$ cat src/rtl/hazard_sequencer.sv
// Pipeline hazard sequencer: forwarding selects, load-use stall, branch flush and halt drain FSM.
// Optional operand forwarding is enabled by defining FORWARD_EN; without it every RAW hazard stalls.
module hazard_sequencer (
  input  logic        clk,
  input  logic        reset,
  input  logic [4:0]  rs1_d,
  input  logic [4:0]  rs2_d,
  input  logic        uses_rs1_d,
  input  logic        uses_rs2_d,
  input  logic        pause_d,
  input  logic [4:0]  rs1_e,
  input  logic [4:0]  rs2_e,
  input  logic [4:0]  rd_e,
  input  logic        writesreg_e,
  input  logic        memtoreg_e,
  input  logic        brtaken_e,
  input  logic [4:0]  rd_m,
  input  logic        writesreg_m,
  input  logic [4:0]  rd_w,
  input  logic        writesreg_w,
  input  logic        resume,
  output logic        stall_f,
  output logic        stall_d,
  output logic        flush_d,
  output logic        flush_e,
  output logic [1:0]  fwda_e,
  output logic [1:0]  fwdb_e,
  output logic        halted,
  output logic [15:0] stall_count,
  output logic [1:0]  o_state_dbg
);

  typedef enum logic [1:0] {
    RUN    = 2'd0,
    DRAIN  = 2'd1,
    HALTED = 2'd2
  } state_t;

  state_t      r_state;
  state_t      w_state_nxt;
  logic [1:0]  r_drain_cnt;
  logic [1:0]  w_drain_nxt;
  logic [15:0] r_stall_cnt;
  logic        w_cnt_inc;
  logic        w_hit_e;
  logic        w_lu;

  // x0 is hardwired to zero, so it never participates in a dependency.
  function automatic logic reg_match(input logic [4:0] a, input logic [4:0] b);
    return (a != 5'd0) && (a == b);
  endfunction

  assign w_hit_e = writesreg_e &
                   ((uses_rs1_d & reg_match(rd_e, rs1_d)) |
                    (uses_rs2_d & reg_match(rd_e, rs2_d)));

`ifdef FORWARD_EN
  assign w_lu = memtoreg_e & w_hit_e;

  always_comb begin
    fwda_e = 2'b00;
    if (writesreg_m && reg_match(rd_m, rs1_e))      fwda_e = 2'b10;
    else if (writesreg_w && reg_match(rd_w, rs1_e)) fwda_e = 2'b01;
  end

  always_comb begin
    fwdb_e = 2'b00;
    if (writesreg_m && reg_match(rd_m, rs2_e))      fwdb_e = 2'b10;
    else if (writesreg_w && reg_match(rd_w, rs2_e)) fwdb_e = 2'b01;
  end
`else
  logic w_hit_m;
  logic w_unused_nofwd;

  // No bypass paths: any pending E or M write to a used source must stall.
  assign w_hit_m = writesreg_m &
                   ((uses_rs1_d & reg_match(rd_m, rs1_d)) |
                    (uses_rs2_d & reg_match(rd_m, rs2_d)));
  assign w_lu           = w_hit_e | w_hit_m;
  assign fwda_e         = 2'b00;
  assign fwdb_e         = 2'b00;
  assign w_unused_nofwd = ^{rs1_e, rs2_e, rd_w, writesreg_w, memtoreg_e};
`endif

  always_comb begin
    w_state_nxt = r_state;
    w_drain_nxt = r_drain_cnt;
    w_cnt_inc   = 1'b0;
    stall_f     = 1'b0;
    stall_d     = 1'b0;
    flush_d     = 1'b0;
    flush_e     = 1'b0;
    halted      = 1'b0;
    case (r_state)
      RUN: begin
        // A taken branch squashes the younger instructions, so their hazards and halts are moot.
        if (brtaken_e) begin
          flush_d = 1'b1;
          flush_e = 1'b1;
        end else if (w_lu) begin
          stall_f   = 1'b1;
          stall_d   = 1'b1;
          flush_e   = 1'b1;
          w_cnt_inc = 1'b1;
        end else if (pause_d) begin
          w_state_nxt = DRAIN;
          w_drain_nxt = 2'd3;
        end
      end
      DRAIN: begin
        stall_f     = 1'b1;
        flush_d     = 1'b1;
        w_drain_nxt = r_drain_cnt - 2'd1;
        if (r_drain_cnt <= 2'd1) begin
          w_state_nxt = HALTED;
          w_drain_nxt = 2'd0;
        end
      end
      HALTED: begin
        stall_f = 1'b1;
        stall_d = 1'b1;
        flush_e = 1'b1;
        halted  = 1'b1;
        if (resume) w_state_nxt = RUN;
      end
      default: begin
        w_state_nxt = RUN;
        w_drain_nxt = 2'd0;
      end
    endcase
  end

  always_ff @(posedge clk or posedge reset) begin
    if (reset) begin
      r_state     <= RUN;
      r_drain_cnt <= 2'd0;
      r_stall_cnt <= 16'd0;
    end else begin
      r_state     <= w_state_nxt;
      r_drain_cnt <= w_drain_nxt;
      if (w_cnt_inc && (r_stall_cnt != 16'hFFFF)) r_stall_cnt <= r_stall_cnt + 16'd1;
    end
  end

  assign stall_count = r_stall_cnt;
  assign o_state_dbg = r_state;

endmodule

$ cat config.mk
export PLATFORM = sky130hd
export DESIGN_NAME = hazard_sequencer
export DESIGN_NICKNAME = d
export VERILOG_FILES = /design/src/rtl/hazard_sequencer.sv
export SDC_FILE = /design/constraint.sdc
export NUM_CORES = 1
export LEC_CHECK = 0
export CAP_MARGIN = 20
export CORE_MARGIN = 5
export CORE_UTILIZATION = 42
export DETAILED_ROUTE_END_ITERATION = 7
export PLACE_DENSITY = 0.83
export SYNTH_ARGS = -nofsm -noshare
export SYNTH_HDL_FRONTEND = slang
export SYNTH_SLANG_ARGS = --single-unit
$ cat constraint.sdc
create_clock -name clk -period 3.29 [get_ports clk]
set_input_delay 0.329 -clock clk [delete_from_list [all_inputs] [get_ports clk]]
set_output_delay 0.329 -clock clk [all_outputs]
set_load 0.01 [all_outputs]
### Word level (Yosys, flattened, before mapping)

Cells that the tools add are included.
Widths: inputs -> output; s select.

| word-level totals | value |
|---|---|
| output and inout bits | 27 |
| bits in registers | 20 |
| bits of input ports | 46 |
| word-level logic and storage cells | 60 |

| cells by class | value |
|---|---|
| reductions and logical operators | 11 |
| $lt $le $gt $ge | 1 |
| $add $sub $neg | 2 |
| mux-type cells | 21 |
| bitwise operators | 10 |
| equal/unequal tests | 12 |

Operators by type and width:

| cell | number |
|---|---|
| $eq 5x5->1 | 4 |
| $mux 2 | 9 |
| $add 16x1->16 const B | 1 |
| $ne 16x16->1 const B | 1 |
| $pmux 2 s3 | 2 |
| $ne 2x2->1 const B | 5 |
| $reduce_bool 5->1 | 2 |
| $pmux 1 s2 | 4 |
| $and 1x1->1 | 6 |
| $mux 1 | 6 |
| $logic_and 1x1->1 | 5 |
| $reduce_and 5->1 | 1 |
| $reduce_and 4->1 | 1 |
| $or 1x1->1 | 3 |
| $eq 2x1->1 const B | 1 |
| $eq 2x2->1 const B | 1 |
| $le 2x1->1 const B | 1 |
| $logic_not 2->1 | 1 |
| $reduce_or 2->1 | 1 |
| $sub 2x1->2 const B | 1 |
| $not 1->1 | 1 |

### Depth between registers and ports, before layout

| logic depth | value |
|---|---|
| depth in word-level cells | 10 |
| depth in mapped cells | 8 |
| gate-level depth less buffers | 7 |

### Least setup slack after synthesis

No wires, ideal clock.

| path | value |
|---|---|
| kind | register to register |
| start | register r_stall_cnt[0] (netlist: stall_count[0]) |
| end | register r_stall_cnt[8] (netlist: stall_count[8]) |
| clock period less this slack | 2.068 ns |
| data arrival time | 1.942 ns |
| cell stages (with the launch flop) | 9 |
| buffers on the path | 1 |
| path slack | 1.222 ns |
| path through | dfrtp_1 -> ha_1 -> and3_1 -> and3_2 -> and3_2 -> nor3b_4 -> buf_6 -> nand4_2 -> xnor2_1 |

| between the ends | value |
|---|---|
| word-level cells in the longest chain between the ends | 2 |

Ends and longest elaborated chain:

| what | line | source |
|---|---|---|
| start: declaration | 43 | `logic [15:0] r_stall_cnt;` |
| start signal: assignment | 141 | `if (w_cnt_inc && (r_stall_cnt != 16'hFFFF)) r_stall_cnt <= r_stall_cnt + 16'd1;` |
| branches (longest 2 deep; another with $add 16x1->16) | n/a |  |

Parallel ways; which one is timed is not known.
A chain may end at the register's enable or synchronous reset.

### Worst setup path after layout

| path | value |
|---|---|
| start | input rd_m[4] |
| end | output stall_d |

| between the ends | value |
|---|---|
| word-level cells in the longest chain between the ends | 9 |

Ends and longest elaborated chain:

| what | line | source |
|---|---|---|
| start: declaration | 17 | `input logic [4:0] rd_m,` |
| $eq 5x5->1 or $reduce_bool 5->1 (tied branches) | 50 | `return (a != 5'd0) && (a == b);` |
| $logic_and 1x1->1 | 50 |  |
| $and 1x1->1 (on tied branches) | 77, 78 |  |
| $or 1x1->1 (*) | 77 | `((uses_rs1_d & reg_match(rd_m, rs1_d)) \|` |
| $and 1x1->1 (*) | 76 | `assign w_hit_m = writesreg_m &` |
| $or 1x1->1 (*) | 79 | `assign w_lu = w_hit_e \| w_hit_m;` |
| $mux 1 (*) | 100 | `end else if (w_lu) begin` |
| $mux 1 (*) | 97 | `if (brtaken_e) begin` |
| $pmux 1 s2 (*) | 94 | `case (r_state)` |
| end: declaration | 23 | `output logic stall_d,` |

Every way passes the cells marked *; elsewhere a longest branch is shown, timed or not.

==> metrics <==
clock buffer depth=2; Synth area leaders=dfrtp_1 (36%), xor2_1 (13%), xnor2_1 (9.4%), ha_1 (4.5%), nand2_1 (2.4%); register area share after synthesis=a little over a third; Final Non-Filler Cells=between 200 and 250; ANT nets after route=0; die height=between 60 and 70 um; first-pass GRT wire length=5690 um; combinational share of power=44.5%; Worst R2R Setup Slack=880 ps; Worst Path Arrival=about 2600 ps; Cells after Synth=139; unrepaired setup endpoints after global routing=no; NetSw=301 uW; Yosys warning total=0; fin. max-slew vios=0; combined area of the multi-input logic cells=837 sq um; layout cells sized above 1=under 10%; Fmax achieved=between 300 and 400 MHz; synth-to-layout area growth=41.6%; maximum VDD drop=215 uV; Total Power=918 uW; Filler cells=slightly below 300; die area=roughly 4600 sq um; status=finished, final reports clean; Max Cap Viol=0; Req. time, crit path=a little under 3000 ps; vias per cell=5.18; H-tree depth=1; Starting Density=a little over two fifths; Power Density=465 nW/um^2; GPL Wtd Cong=0.812; hold crit path type=input pin to asynchronous set/reset pin; Post-Place Cells=approximately 230; final setup vio count=0; clock sink total=20; Setup Skew=1.04 ps; FF+latch count, synth=20; site row count=21; Place WS=323 ps; post_cts resized=0; cts hold-fix bufs=0; Mapped Area=around 1400 sq um; clock root buffer=clkbuf_4; Core Area=approximately 3300 sq um; total CTS buffers=3; Reg clk slew, reported paths=120 ps; all-layer global routing usage=16.2%; most common library cell in the layout ignoring fill and taps=clkdlybuf4s50_1; Clk network pwr share=around 22%; 1st-iter DRT viols=79; Post-DP HPWL=roughly 2800 um; minimum clock period after layout=2960 ps; Least-Margin Pin Slew=787 ps; leak pwr=0.000862 uW; crit share post-route=89.8%; crit path max fanout=7; DR DRC count=0; Post-Route WL=3530 um; # port buffers=51; Vias=1227; crit end category=output pin; CTS tree=built; setup bufs post-CTS=0; final hold viol count=0; Clock Latency Late Sink=310 ps; vias in the first global route=1194; Syn Area/Cell=about 10 sq um; post-synth top area share=35.9%; most area-hungry cell type in the Yosys netlist=dfrtp_1; num ports=73; worst rel slew slack=about 48%; Antenna diodes=0; initial antenna violation count=0; pin count of the biggest net entering global routing=21; setup ws final=334 ps; most frequent cells in the layout=clkdlybuf4s50_1 (51), xor2_1 (20), dfrtp_1 (20); part of the power in registers=33.3%; drt wl/cell=14.9 um; switching part of the total power=32.8%; count of cell types in the netlist=38; r2r startpoint=stall_count[0]; crit path kind=input pin to output pin; GRT overflow=0; reg2reg path depth=6; sequential standard cell area=roughly 500 sq um; CP startpoint kind=input pin; die width=67.6 um; setup tns final=0 ps; Crit Reg-Reg Endpoint=stall_count[1]; First-pass DRT Iterations=4; Layout Nets=243; P_int=617 uW
synthesized netlist by cell type, drive strengths merged:
cell type,instances
o21a,1
and3,7
nor2,3
a21oi,2
nor3b,1
mux2,1
o22ai,1
nor2b,1
xor2,20
nand2b,3
nand3b,1
xnor2,15
nor4,5
conb,1
dfrtp,20
buf,6
nor3,2
o21ai,7
a21o,2
a32oi,2
ha,5
a211o,1
nand2,9
and4,2
nand4,5
inv,4
or2b,1
or4,3
and2,2
nand3,6
cell type report:
type                            count  share of cell area, %
Sequential cell                    20                   25.4
Inverter                            4                  0.761
Clock inverter                      1                   1.52
Clock buffer                        3                   1.14
Timing Repair Buffer               51                   25.9
Multi-Input combinational cell    112                   42.4
Tap cell                           46                   2.92
worst max-delay path, stage by stage:
cell and delay [ps]:
clkdlybuf4s50_1 470, xor2_1 180, nor4_2 320, a32oi_1 170, o22ai_2 350, nand2_1 190
nand2b_1 100, clkdlybuf4s50_1 530
power groups by stage:
stage	sequential (uW)	clock, uW	combinational [uW]
after floorplan	314	0	219
after global placement	309	0	388
after detailed placement	312	0	403
after CTS	307	206	411
after global routing	312	216	442
final	306	204	408
logic make-up (layout without fill, tap and decap cells):
| family | Yosys count | in the layout | synth area share [%] |
|---|---|---|---|
| other | 1 | 4 | 0.269 |
| DFF | 20 | 20 | 35.9 |
| AOI/OAI and AO/OA | 16 | 16 | 7.63 |
| adders and majority gates | 5 | 5 | 4.49 |
| buffers and inverters | 10 | 59 | 4.85 |
| and+or+nand+nor | 51 | 51 | 24.1 |
| muxes | 1 | 1 | 0.808 |
| xor gates and xnor gates | 35 | 35 | 22.0 |
state kept, by name (all words and copies together), names as in the netlist:
| name | flops |
|---|---|
| o_state_dbg | 2 |
| r_drain_cnt | 2 |
| stall_count | 16 |
routing by layer:
metal / GRT usage (%) / vias up / share of wire [%]
met5: 0 / - / 0
met4: 4.56 / 0 / 1.2
met3: 1.33 / 4 / 3.6
met2: 28.8 / 28 / 53
met1: 20.7 / 610 / 42
li1: - / 585 / -
through the flow:
stage,hold slack (ps),utilization [%],cell area (sq um)
floorplan,293,-,1410
global placement,463,58.5,1920
detailed placement,466,58.5,1920
CTS,470,60.1,1970
global route,504,60.1,1970
finish,453,60.1,1970
how the worst max path moves through the flow:
stage / from / endpoint / slack [ps]
after global placement: rd_m[4] / stall_d / 400
final: rd_m[4] / stall_d / 330
after detailed placement: rs1_d[4] / stall_d / 320
after global routing: rd_m[3] / stall_d / 100
after floorplan: stall_count[0] / stall_count[8] / 1220
after CTS: rd_m[1] / stall_d / 290
Power figures use the tool's default switching activity.
